File: config.mk
export PLATFORM = sky130hd
export DESIGN_NAME = i2s_apb_feeder
export DESIGN_NICKNAME = d
export VERILOG_FILES = /design/src/rtl/ctrl_pkg.sv /design/src/rtl/apb_xfer.sv /design/src/rtl/i2s_apb_feeder.sv
export SDC_FILE = /design/constraint.sdc
export NUM_CORES = 1
export LEC_CHECK = 0
export ABC_AREA = 0
export CAP_MARGIN = 20
export CORE_ASPECT_RATIO = 1.25
export CORE_MARGIN = 3
export CORE_UTILIZATION = 38
export CTS_CLUSTER_DIAMETER = 150
export DETAILED_ROUTE_END_ITERATION = 16
export PLACE_DENSITY_LB_ADDON = 0.15
export REMOVE_ABC_BUFFERS = 1
export SLEW_MARGIN = 30
export SYNTH_ARGS = -nofsm -noshare
export SYNTH_HDL_FRONTEND = slang
export SYNTH_HIERARCHICAL = 1
export SYNTH_SLANG_ARGS = --single-unit
File: constraint.sdc
create_clock -name pclk -period 7.75 [get_ports pclk]
set_input_delay 1.9375 -clock pclk [delete_from_list [all_inputs] [get_ports pclk]]
set_output_delay 1.9375 -clock pclk [all_outputs]
set_load 0.01 [all_outputs]
File: src/rtl/ctrl_pkg.sv
// ctrl_pkg: items shared by the I2S APB feeder and its APB sequencer.
//   OP_t           - transceiver control word written once per enable edge
//   feeder_state_t - feeder FSM states
//   FLG_*          - bit positions inside the transceiver status flags
package ctrl_pkg;

    typedef logic [14:0] OP_t;

    typedef enum logic [3:0] {
        S_IDLE   = 4'd0,
        S_CFG_S  = 4'd1,
        S_CFG_A  = 4'd2,
        S_POLL_S = 4'd3,
        S_POLL_A = 4'd4,
        S_DECIDE = 4'd5,
        S_WR_S   = 4'd6,
        S_WR_A   = 4'd7,
        S_GAP    = 4'd8
    } feeder_state_t;

    localparam int FLG_IDLE    = 9;
    localparam int FLG_TXFULL  = 7;
    localparam int FLG_TXEMPTY = 6;
    localparam int FLG_TXAFULL = 5;

endpackage

File: src/rtl/apb_xfer.sv
// apb_xfer: two-cycle APB master sequencer (SETUP then ACCESS, no wait states).
//   pclk, preset      clock, async active-high reset
//   i_start           pulse in the cycle before SETUP; loads addr/wr/wdata
//   i_wr, i_addr      transfer direction and byte address
//   i_wdata           write data (loaded only for writes)
//   i_prdata          read data from the slave, sampled at the end of ACCESS
//   o_psel..o_pwdata  registered APB master outputs
//   o_done            high during the ACCESS cycle
//   o_rdata           last read data, held until the next read completes
module apb_xfer #(
    parameter int RDW = 10
) (
    input  logic            pclk,
    input  logic            preset,
    input  logic            i_start,
    input  logic            i_wr,
    input  logic [31:0]     i_addr,
    input  logic [31:0]     i_wdata,
    input  logic [RDW-1:0]  i_prdata,
    output logic            o_psel,
    output logic            o_penable,
    output logic            o_pwrite,
    output logic [31:0]     o_paddr,
    output logic [31:0]     o_pwdata,
    output logic            o_done,
    output logic [RDW-1:0]  o_rdata
);

    logic           r_psel, r_penable, r_pwrite;
    logic [31:0]    r_paddr, r_pwdata;
    logic [RDW-1:0] r_rdata;

    always_ff @(posedge pclk or posedge preset) begin
        if (preset) begin
            r_psel    <= 1'b0;
            r_penable <= 1'b0;
            r_pwrite  <= 1'b0;
            r_paddr   <= '0;
            r_pwdata  <= '0;
            r_rdata   <= '0;
        end else begin
            // start has priority so an ACCESS cycle can chain straight into
            // the next SETUP without an idle cycle in between
            if (i_start) begin
                r_psel    <= 1'b1;
                r_penable <= 1'b0;
                r_paddr   <= i_addr;
                r_pwrite  <= i_wr;
                if (i_wr) r_pwdata <= i_wdata;
            end else if (r_psel && !r_penable) begin
                r_penable <= 1'b1;
            end else begin
                r_psel    <= 1'b0;
                r_penable <= 1'b0;
            end
            if (r_psel && r_penable && !r_pwrite) r_rdata <= i_prdata;
        end
    end

    assign o_psel    = r_psel;
    assign o_penable = r_penable;
    assign o_pwrite  = r_pwrite;
    assign o_paddr   = r_paddr;
    assign o_pwdata  = r_pwdata;
    assign o_done    = r_psel & r_penable;
    assign o_rdata   = r_rdata;

endmodule

File: src/rtl/i2s_apb_feeder.sv
// i2s_apb_feeder: APB master that configures the I2S transceiver once per
// enable edge, then polls its status flags and writes bursts of PCM samples
// into the Tx data register while the Tx FIFO has room.
//   pclk, preset          clock, async active-high reset
//   en                    level enable (rising edge starts a session)
//   ctrl_word             control word written to CTRL_ADDR
//   s_valid/s_data/s_ready upstream sample stream (s_ready = accept strobe)
//   psel..pwdata, prdata  APB master bus
//   words_sent            wrapping count of completed Tx writes
//   underruns             saturating count of observed Tx underruns
//   busy                  high whenever the FSM is not IDLE
module i2s_apb_feeder
    import ctrl_pkg::*;
#(
    parameter logic [31:0] CTRL_ADDR = 32'h0,
    parameter logic [31:0] STAT_ADDR = 32'h4,
    parameter logic [31:0] TX_ADDR   = 32'h8,
    parameter int          BURST     = 4,
    parameter int          POLL_GAP  = 8
) (
    input  logic        pclk,
    input  logic        preset,
    input  logic        en,
    input  OP_t         ctrl_word,
    input  logic        s_valid,
    input  logic [31:0] s_data,
    output logic        s_ready,
    output logic        psel,
    output logic        penable,
    output logic        pwrite,
    output logic [31:0] paddr,
    output logic [31:0] pwdata,
    input  logic [31:0] prdata,
    output logic [15:0] words_sent,
    output logic [7:0]  underruns,
    output logic        busy
);

    localparam logic [3:0] BURST_L  = 4'(BURST);
    // GAP lasts POLL_GAP cycles, but never less than one
    localparam logic [7:0] GAP_LAST = (POLL_GAP == 0) ? 8'd0 : 8'(POLL_GAP - 1);

    feeder_state_t r_state, w_nxt;
    logic          r_en_d, r_rise;
    logic [3:0]    r_burst;
    logic [7:0]    r_gap;
    logic [15:0]   r_words;
    logic [7:0]    r_urun;
    logic          r_s_ready, r_busy;

    logic          w_start, w_wr, w_done;
    logic [31:0]   w_addr, w_wdata;
    logic [9:0]    w_stat;
    logic          w_underrun;
    logic          w_unused;

    assign w_unused = &{1'b0, prdata[31:10]};

    always_comb begin
        w_nxt = r_state;
        case (r_state)
            S_IDLE:   if (r_rise) w_nxt = S_CFG_S;
            S_CFG_S:  w_nxt = S_CFG_A;
            S_CFG_A:  if (w_done) w_nxt = en ? S_POLL_S : S_IDLE;
            S_POLL_S: w_nxt = S_POLL_A;
            S_POLL_A: if (w_done) w_nxt = en ? S_DECIDE : S_IDLE;
            S_DECIDE: begin
                if (!en)                                         w_nxt = S_IDLE;
                else if (w_stat[FLG_TXFULL] || w_stat[FLG_TXAFULL]) w_nxt = S_GAP;
                else if (s_valid)                                w_nxt = S_WR_S;
                else                                             w_nxt = S_POLL_S;
            end
            S_WR_S:   w_nxt = S_WR_A;
            S_WR_A: begin
                if (w_done) begin
                    if (!en)                              w_nxt = S_IDLE;
                    else if (r_burst < BURST_L && s_valid) w_nxt = S_WR_S;
                    else                                  w_nxt = S_POLL_S;
                end
            end
            S_GAP: begin
                if (!en)                    w_nxt = S_IDLE;
                else if (r_gap == GAP_LAST) w_nxt = S_POLL_S;
            end
            default:  w_nxt = S_IDLE;
        endcase
    end

    // Every SETUP state is entered from a non-SETUP state, so entering one
    // is exactly the sequencer start pulse.
    always_comb begin
        w_start = (w_nxt == S_CFG_S) || (w_nxt == S_POLL_S) || (w_nxt == S_WR_S);
        w_wr    = (w_nxt != S_POLL_S);
        case (w_nxt)
            S_CFG_S:  w_addr = CTRL_ADDR;
            S_POLL_S: w_addr = STAT_ADDR;
            default:  w_addr = TX_ADDR;
        endcase
        w_wdata = (w_nxt == S_CFG_S) ? {17'b0, ctrl_word} : s_data;
    end

    assign w_underrun = w_stat[FLG_TXEMPTY] && !w_stat[FLG_IDLE] && (r_words != 16'd0);

    always_ff @(posedge pclk or posedge preset) begin
        if (preset) begin
            r_state   <= S_IDLE;
            r_en_d    <= 1'b0;
            r_rise    <= 1'b0;
            r_burst   <= '0;
            r_gap     <= '0;
            r_words   <= '0;
            r_urun    <= '0;
            r_s_ready <= 1'b0;
            r_busy    <= 1'b0;
        end else begin
            // edge is registered once more so IDLE leaves two cycles after en rises
            r_en_d    <= en;
            r_rise    <= en & ~r_en_d;
            r_state   <= w_nxt;
            r_s_ready <= (w_nxt == S_WR_S);
            r_busy    <= (w_nxt != S_IDLE);
            if (r_state == S_DECIDE && w_nxt == S_WR_S)    r_burst <= 4'd1;
            else if (r_state == S_WR_A && w_nxt == S_WR_S) r_burst <= r_burst + 4'd1;
            r_gap <= (r_state == S_GAP) ? r_gap + 8'd1 : 8'd0;
            if (r_state == S_WR_A && w_done) r_words <= r_words + 16'd1;
            if (r_state == S_DECIDE && en && w_underrun && r_urun != 8'hFF)
                r_urun <= r_urun + 8'd1;
        end
    end

    apb_xfer #(.RDW(10)) u_xfer (
        .pclk      (pclk),
        .preset    (preset),
        .i_start   (w_start),
        .i_wr      (w_wr),
        .i_addr    (w_addr),
        .i_wdata   (w_wdata),
        .i_prdata  (prdata[9:0]),
        .o_psel    (psel),
        .o_penable (penable),
        .o_pwrite  (pwrite),
        .o_paddr   (paddr),
        .o_pwdata  (pwdata),
        .o_done    (w_done),
        .o_rdata   (w_stat)
    );

    assign s_ready    = r_s_ready;
    assign words_sent = r_words;
    assign underruns  = r_urun;
    assign busy       = r_busy;

endmodule
# Word level (Yosys, flattened, before mapping)
# Cells that the tools add are included.
[op_classes] n_addsub=4 order_cmp=1 n_eq_ne=15 mux=23 n_bitwise=3 reduce_logical=23
[op_table] cell="4-bit two-way mux" count=10
[op_table] cell="4-bit case mux with 9 select lines" count=1
[op_table] cell="32-bit two-way mux" count=1
[op_table] cell="4-bit by 3-bit == test with 1-bit output, second input constant" count=5
[op_table] cell="16-bit by 1-bit adder with 16-bit output, second input constant" count=1
[op_table] cell="8-bit by 1-bit adder with 8-bit output, second input constant" count=2
[op_table] cell="16-bit nonzero test" count=1
[op_table] cell="4-bit by 2-bit == test with 1-bit output, second input constant" count=3
[op_table] cell="1-bit logical AND" count=12
[op_table] cell="3-bit two-way mux" count=4
[op_table] cell="4-bit by 1-bit == test with 1-bit output, second input constant" count=2
[op_table] cell="8-bit by 3-bit == test with 1-bit output, second input constant" count=1
[op_table] cell="8-bit two-way mux" count=1
[op_table] cell="8-bit != test, second input constant" count=1
[op_table] cell="4-bit case mux with 2 select lines" count=1
[op_table] cell="4-bit by 1-bit adder with 4-bit output, second input constant" count=1
[op_table] cell="4-bit == test, second input constant" count=1
[op_table] cell="4-bit zero test" count=1
[op_table] cell="4-bit by 3-bit < comparator with 1-bit output, second input constant" count=1
[op_table] cell="1-bit two-way mux" count=4
[op_table] cell="4-bit by 2-bit != test with 1-bit output, second input constant" count=1
[op_table] cell="4-bit nonzero test" count=1
[op_table] cell="1-bit zero test" count=3
[op_table] cell="1-bit logical OR" count=3
[op_table] cell="other kinds (6)" count=7
[totals] reg_bits=121 in_bits=83 wordCells=84

# Longest topological paths before layout
# Gate-level depths: netlist (run 1).
[logic_depth] ltp_word=10 depth_mapped=12

# Modules after synthesis
# Netlist (run 1), hierarchy kept.
[by_module_without_submodules] module="apb_xfer" instances=1 cells_per_inst=168 area_each_um2=2992.9 seq_area_each_um2=1926.8
[by_module_without_submodules] module="i2s_apb_feeder" instances=1 cells_per_inst=242 area_each_um2=2528.7 seq_area_each_um2=1101.1

# Worst setup path before layout (run 1)
# OpenSTA, ideal clock, no wires.
[synth_path] kind="input -> register" startpoint="in en" endpoint="reg u_xfer.r_pwdata[0] (netlist: u_xfer/o_pwdata[0])" arrival_time_ns=3.727 t_required_ns=7.625 slack_ns=3.897 stages=10 path_cell_list="nand2b_1 -> a211oi_2 -> o211ai_2 -> and4bb_1 -> buf_4 -> or2_1 -> buf_6 -> nand2_4 -> buf_6 -> mux2_4"
[synth_via] elab_chain_len=7 elab_cells_between_ends=17 classes_between="4 x eq/ne; 10 x mux; 3 x reduce/logical"
[synth_lines] item="start: declaration" line="i2s_apb_feeder.sv:23" rtl="input logic en,"
[synth_lines] item="3-bit two-way mux or 2-bit two-way mux (tied branches)" line="i2s_apb_feeder.sv:76, i2s_apb_feeder.sv:64"
[synth_lines] item="4-bit two-way mux (on tied branches)" line="i2s_apb_feeder.sv:75, i2s_apb_feeder.sv:64"
[synth_lines] item="4-bit case mux with 9 select lines *" line="i2s_apb_feeder.sv:61" rtl="case (r_state)"
[synth_lines] item="net w_nxt[1]" line="i2s_apb_feeder.sv:43" rtl="feeder_state_t r_state, w_nxt;"
[synth_lines] item="4-bit by 1-bit == test with 1-bit output or 4-bit by 2-bit == test with 1-bit output (tied branches)" line="i2s_apb_feeder.sv:92" rtl="w_start = (w_nxt == S_CFG_S) || (w_nxt == S_POLL_S) || (w_nxt == S_WR_S);"
[synth_lines] item="1-bit logical OR" line="i2s_apb_feeder.sv:92"
[synth_lines] item="1-bit logical OR *" line="i2s_apb_feeder.sv:92"
[synth_lines] item="net w_start" line="i2s_apb_feeder.sv:51" rtl="logic w_start, w_wr, w_done;"
[synth_lines] item="2-bit AND reduction (no source line) *"
[synth_lines] item="end signal: assignment" line="apb_xfer.sv:49" rtl="if (i_wr) r_pwdata <= i_wdata;"
[synth_lines] item="end: declaration" line="apb_xfer.sv:30" rtl="logic [31:0] r_paddr, r_pwdata;"
# Mark *: on every way through the listed nets, which the timed path passes. The rest lies on a longest branch.
# A chain may end at the register's enable or synchronous reset.

# Worst setup path after layout (run 1)
[layout_path] startpoint="in en" endpoint="reg u_xfer.r_pwdata[9] (netlist: u_xfer/o_pwdata[9])"
# Same word-level chain as after synthesis.

==> impl_metrics.csv, run 1 <==
group,metric,value,unit
timing,hold_violations,0,
finish,drive_gt1_share,23.5,%
floorplan,io_pins,176,
power,power_density,452,mW/mm^2
setup_path,slowest_delay,0.57,ns
finish,final_cells,762,
clock_network,clock_path_buffers,2,
clock_network,htreeDepth,4,
timing,skew,0.00784,ns
floorplan,die_area,0.0154,sq mm
timing,tns,0,ns
floorplan,start_util,39.4,%
setup_path,critical_path.top_delay_family,"simple AND/OR/NAND/NOR gates",
clock_network,clock-sinks,115,
timing,rsz0062_at_grt,"no",
global_routing,track_usage,15.9,%
flow_run,cap_violations,0,
place,gp_congestion,0.759,
hold_path,holdPathStages,1,
setup_path,reg2regPathDepth,9,
finish,final_cell_mix,"clkdlybuf4s50_1 (147), dfrtp_1 (115), mux2_2 (55)",
finish,final_core_util,56.6,%
clock_network,post-cts-setup-buffers,0,
synthesis,syn_area_per_cell,13.3,sq um
clock_network,cts_tree,"done",
routing,wirelength,11.7,mm
clock_network,ctsResizeCount,0,
synthesis,synth_warnings,6,
finish,layout_commonest_cell,"clkdlybuf4s50_1",
place,post-dp-hpwl,8.16,mm
routing,drc,0,
setup_path,crit_cells,9,
power,totalPowerFinal,3.45,mW
routing,ant_nets,0,
global_routing,grt_pass1_wl,19.8,mm
routing,drt_pass1_iterations,4,
global_routing,gr-total-overflow,0,
finish,n_antenna_cell,0,
synthesis,synth_cells,398,
power,vdd_drop_max,242,uV
timing,post-route-min-period,4.76,ns
global_routing,grt_pass1_vias,3958,
global_routing,grt_max_degree,72,
routing,vias,3559,
setup_path,path_buf_inv,2,
clock_network,clk_pin_slew,0.06,ns
timing,tightest_slew,0.663,ns
timing,finalSetupViolCount,0,
place,dp_cells,730,
floorplan,num_rows,47,
finish,area_growth,43.8,%
synthesis,synth.cell_area,0.00530,sq mm
routing,via_per_inst,4.67,
place,port_buffers,147,
timing,period_share,61.4,%
floorplan,coreArea,0.0135,sq mm
routing,wire_per_inst,15.3,microns
floorplan,die_w,112,microns
outcome,status,"complete, no violations",
timing,fmax,210,MHz
setup_path,crit_path_end_kind,"register",
power,leakagePower,3.36,nW
timing,drv_slew,0,
clock_network,clkLatencyLatePin,0.41,ns
clock_network,cts_made_buffers,17,
setup_path,required,8.05,ns
setup_path,start_kind,"primary input",
timing,fin_hold_ws,0.387,ns
global_routing,grt_antenna_before_repair,0,
clock_network,cts.root.buffer_cell,"clkbuf_16",
hold_path,hp-class,"reg2reg",
clock_network,cts_hold_buffers,0,
finish,num-nets-final,666,
floorplan,die_h,138,microns
setup_path,worstSetupPathType,"in2reg",
setup_path,cp_max_fo,36,
setup_path,cp_slowest_cell,"clkdlybuf4s50_1",
timing,maxSlewHeadroom,55.8,%
setup_path,crit_arrival,5.05,ns
routing,drtIter0Drc,190,
setup_path,crit_chain,"clkdlybuf4s50_1 -> nor4b_2 -> nand4_1 -> o211ai_2 -> and4bb_1 -> or2_1 -> buf_4 -> nand2_4 -> mux2_4",
==> metrics by stage <==
| step | area (sq um) | setup slack (ns) |
|---|---|---|
| 2_1_floorplan | 5250 | 3.00 |
| 3_3_place_gp | 6970 | 2.58 |
| 3_5_place_dp | 6970 | 2.57 |
| 4_1_cts | 7620 | 3.00 |
| 5_1_grt | 7630 | 2.74 |
| 6_report | 7630 | 2.99 |
==> layer usage <==
layer,up-vias,wire (microns),part of all wire (%),GRT usage [%]
li1,1709,-,-,-
met1,1731,4700,40,18.1
met2,104,5740,49,26.0
met3,15,1050,9.0,7.52
met4,0,181,1.6,6.15
met5,-,0,0,0
==> registers in the layout, summed over array words and instances, names as in the netlist, 4 cells and up <==
register         cells
u_xfer/o_paddr      32
u_xfer/o_pwdata     32
words_sent          16
r_gap                8
underruns            8
r_burst              4
r_state              4
u_xfer/o_rdata       4
==> worst register-to-register path, delay by kind of cell, from the launching register on <==
family / cells / cell delay [ns]
AO/OA/AOI/OAI: 1 / 0.15
adder cells (fa/ha/maj): 1 / 0.23
buffers and inverters: 1 / 0.39
flip-flops: 1 / 0.36
multiplexers: 1 / 0.48
AND/OR/NAND/NOR: 5 / 1.67
==> path summary, 6_finish.rpt <==
check | startpoint | slack [ns] | end
hold / removal | r_en_d | 0.39 | r_rise
setup reg to reg | r_gap[0] | 4.36 | u_xfer/o_pwdata[9]
hold reg to reg | r_en_d | 0.39 | r_rise
min in group asynchronous | preset | 2.03 | s_ready
setup / recovery | en | 2.99 | u_xfer/o_pwdata[9]
max in group asynchronous | preset | 5.24 | u_xfer/o_pwdata[31]
==> area by class of cell <==
type,count,area [sq um]
fill,1191,5840
sequential,115,2880
multi-input combinational,283,2340
timing repair buffer,151,1510
clock buffer,17,425
clock inverter,15,230
tap,171,214
inverter,10,37.5
==> where the power goes <==
group,total (mW),internal (mW),switching [mW]
Sequential,0.988,0.841,0.147
Clock,0.866,0.574,0.292
Combinational,1.60,0.965,0.630
Total,3.45,2.38,1.07
Power figures use the tool's default switching activity.
==> inputs of run 2 (changes only) <==
- clock period: 7.75 -> 4.6 ns (I/O delays scaled with it)
==> impl_metrics.csv, run 2 (same netlist as run 1, synthesis figures left out) <==
group,metric,value,unit
timing,tns,0,ns
timing,period_share,78.7,%
global_routing,grt.met2_usage,25.1,%
clock_network,post-cts-setup-buffers,0,
routing,via_per_inst,4.72,
global_routing,grt_pass1_wl,19.6,mm
timing,rsz0062_at_grt,"no",
global_routing,grt.busiest_layer,"met2",
clock_network,clkLatencyLatePin,0.41,ns
timing,finalSetupViolCount,0,
floorplan,coreArea,0.0135,sq mm
hold_path,hp-class,"reg2reg",
setup_path,worstSetupPathType,"in2reg",
timing,hold_violations,0,
clock_network,cts_hold_buffers,0,
power,power_density,750,mW/mm^2
routing,vias,3612,
routing,wire_per_inst,15.4,microns
finish,layout_commonest_cell,"clkdlybuf4s50_1",
timing,fmax,276,MHz
setup_path,required,4.89,ns
clock_network,ctsResizeCount,0,
global_routing,gr-total-overflow,0,
routing,drc,0,
timing,post-route-min-period,3.62,ns
global_routing,grt_antenna_before_repair,0,
setup_path,start_kind,"primary input",
floorplan,start_util,39.4,%
flow_run,cap_violations,0,
global_routing,use_met3,6.69,%
floorplan,num_rows,47,
floorplan,io_pins,176,
finish,drive_gt1_share,23.9,%
setup_path,crit_cells,9,
setup_path,slowest_delay,0.59,ns
floorplan,die_h,138,microns
finish,num-nets-final,669,
setup_path,crit_arrival,3.91,ns
timing,setup_ws,0.979,ns
clock_network,cts_made_buffers,17,
routing,wirelength,11.8,mm
global_routing,use_met1,18.7,%
setup_path,path_buf_inv,2,
clock_network,cts.root.buffer_cell,"clkbuf_16",
routing,drt_pass1_iterations,4,
setup_path,cp_slowest_cell,"clkdlybuf4s50_1",
finish,final_cell_mix,"clkdlybuf4s50_1 (147), dfrtp_1 (115), mux2_2 (55)",
place,post-dp-hpwl,8.37,mm
finish,n_antenna_cell,0,
clock_network,clock_path_buffers,2,
place,dp_worst_setup_slack,0.534,ns
timing,drv_slew,0,
setup_path,cp_max_fo,21,
routing,ant_nets,0,
place,dp_cells,733,
global_routing,grt_pass1_vias,3916,
setup_path,crit_chain,"clkdlybuf4s50_1 -> nor4b_2 -> nand2_1 -> o221ai_1 -> and4bb_1 -> or2_1 -> nand2_4 -> buf_4 -> mux2_4",
finish,area_growth,43.1,%
clock_network,htreeDepth,4,
setup_path,reg2regPathDepth,9,
global_routing,track_usage,15.7,%
timing,maxSlewHeadroom,51.3,%
timing,fin_hold_ws,0.412,ns
floorplan,die_area,0.0154,sq mm
place,gp_congestion,0.752,
clock_network,clk_pin_slew,0.06,ns
hold_path,holdPathStages,1,
finish,fillers,1196,
routing,drtIter0Drc,146,
setup_path,critical_path.top_delay_family,"simple AND/OR/NAND/NOR gates",
finish,final_cells,765,
power,leakagePower,3.34,nW
power,vdd_drop_max,464,uV
outcome,status,"complete, no violations",
clock_network,clock-sinks,115,
setup_path,crit_path_end_kind,"register",
timing,tightest_slew,0.729,ns
timing,skew,0.00802,ns
place,port_buffers,147,
clock_network,cts_tree,"done",
global_routing,grt_max_degree,36,
floorplan,die_w,112,microns
run 2: cell types whose count changed in the layout (fill, tap and decap cells not counted):
cell	change
buf_4	+4
buf_6	-1
bufinv_16	-3
clkinv_2	-2
clkinvlp_4	+2
inv_6	+3
run 2: where the power goes:
part           switching, mW  total (mW)  internal (mW)  leakage, nW
Clock                  0.507        1.32          0.811        0.286
Combinational           1.07        2.71           1.64         1.63
Sequential             0.252        1.67           1.42         1.42
run 2: cell type report:
| class | count | area, sq um | area share, % |
|---|---|---|---|
| multi-input cells | 283 | 2340 | 30.8 |
| clock buffers | 17 | 425 | 5.61 |
| flip-flops and latches | 115 | 2880 | 37.9 |
| clock inverters | 15 | 171 | 2.26 |
| well taps | 171 | 214 | 2.82 |
| repair buffers | 154 | 1520 | 20.1 |
| inverters | 10 | 37.5 | 0.495 |
run 2: worst register-to-register path, cell delays in order, from the launching register on:
cell and delay (ns):
dfrtp_1 0.37, ha_1 0.24, nor4bb_1 0.40, nand4_1 0.21, o221ai_1 0.14, and4bb_1 0.31
or2_1 0.31, nand2_4 0.32, buf_4 0.28, mux2_4 0.31
run 2: layer usage:
| layer | vias up | share of wire (%) |
|---|---|---|
| met4 | 0 | 1.8 |
| met1 | 1766 | 42 |
| met3 | 15 | 7.9 |
| met5 | - | 0 |
| met2 | 111 | 49 |
| li1 | 1720 | - |
run 2: final timing paths:
kind,start,to,slack (ns)
worst max-delay path,en,u_xfer/o_pwdata[2],0.98
worst min-delay path,r_en_d,r_rise,0.41
worst max register to register,r_gap[0],u_xfer/o_pwdata[2],1.61
worst min register to register,r_en_d,r_rise,0.41
max in group asynchronous,preset,underruns[7],2.57
min in group asynchronous,preset,u_xfer/o_paddr[25],1.20
run 2: through the flow:
step                      total power [mW]  instance area, sq um  utilization [%]
after CTS                             5.78                  7590             56.3
after global routing                  6.04                  7590             56.3
after global placement                4.36                  6990             51.9
final                                 5.69                  7590             56.3
after detailed placement              4.43                  6990             51.9
after floorplan                       3.37                  5250                -
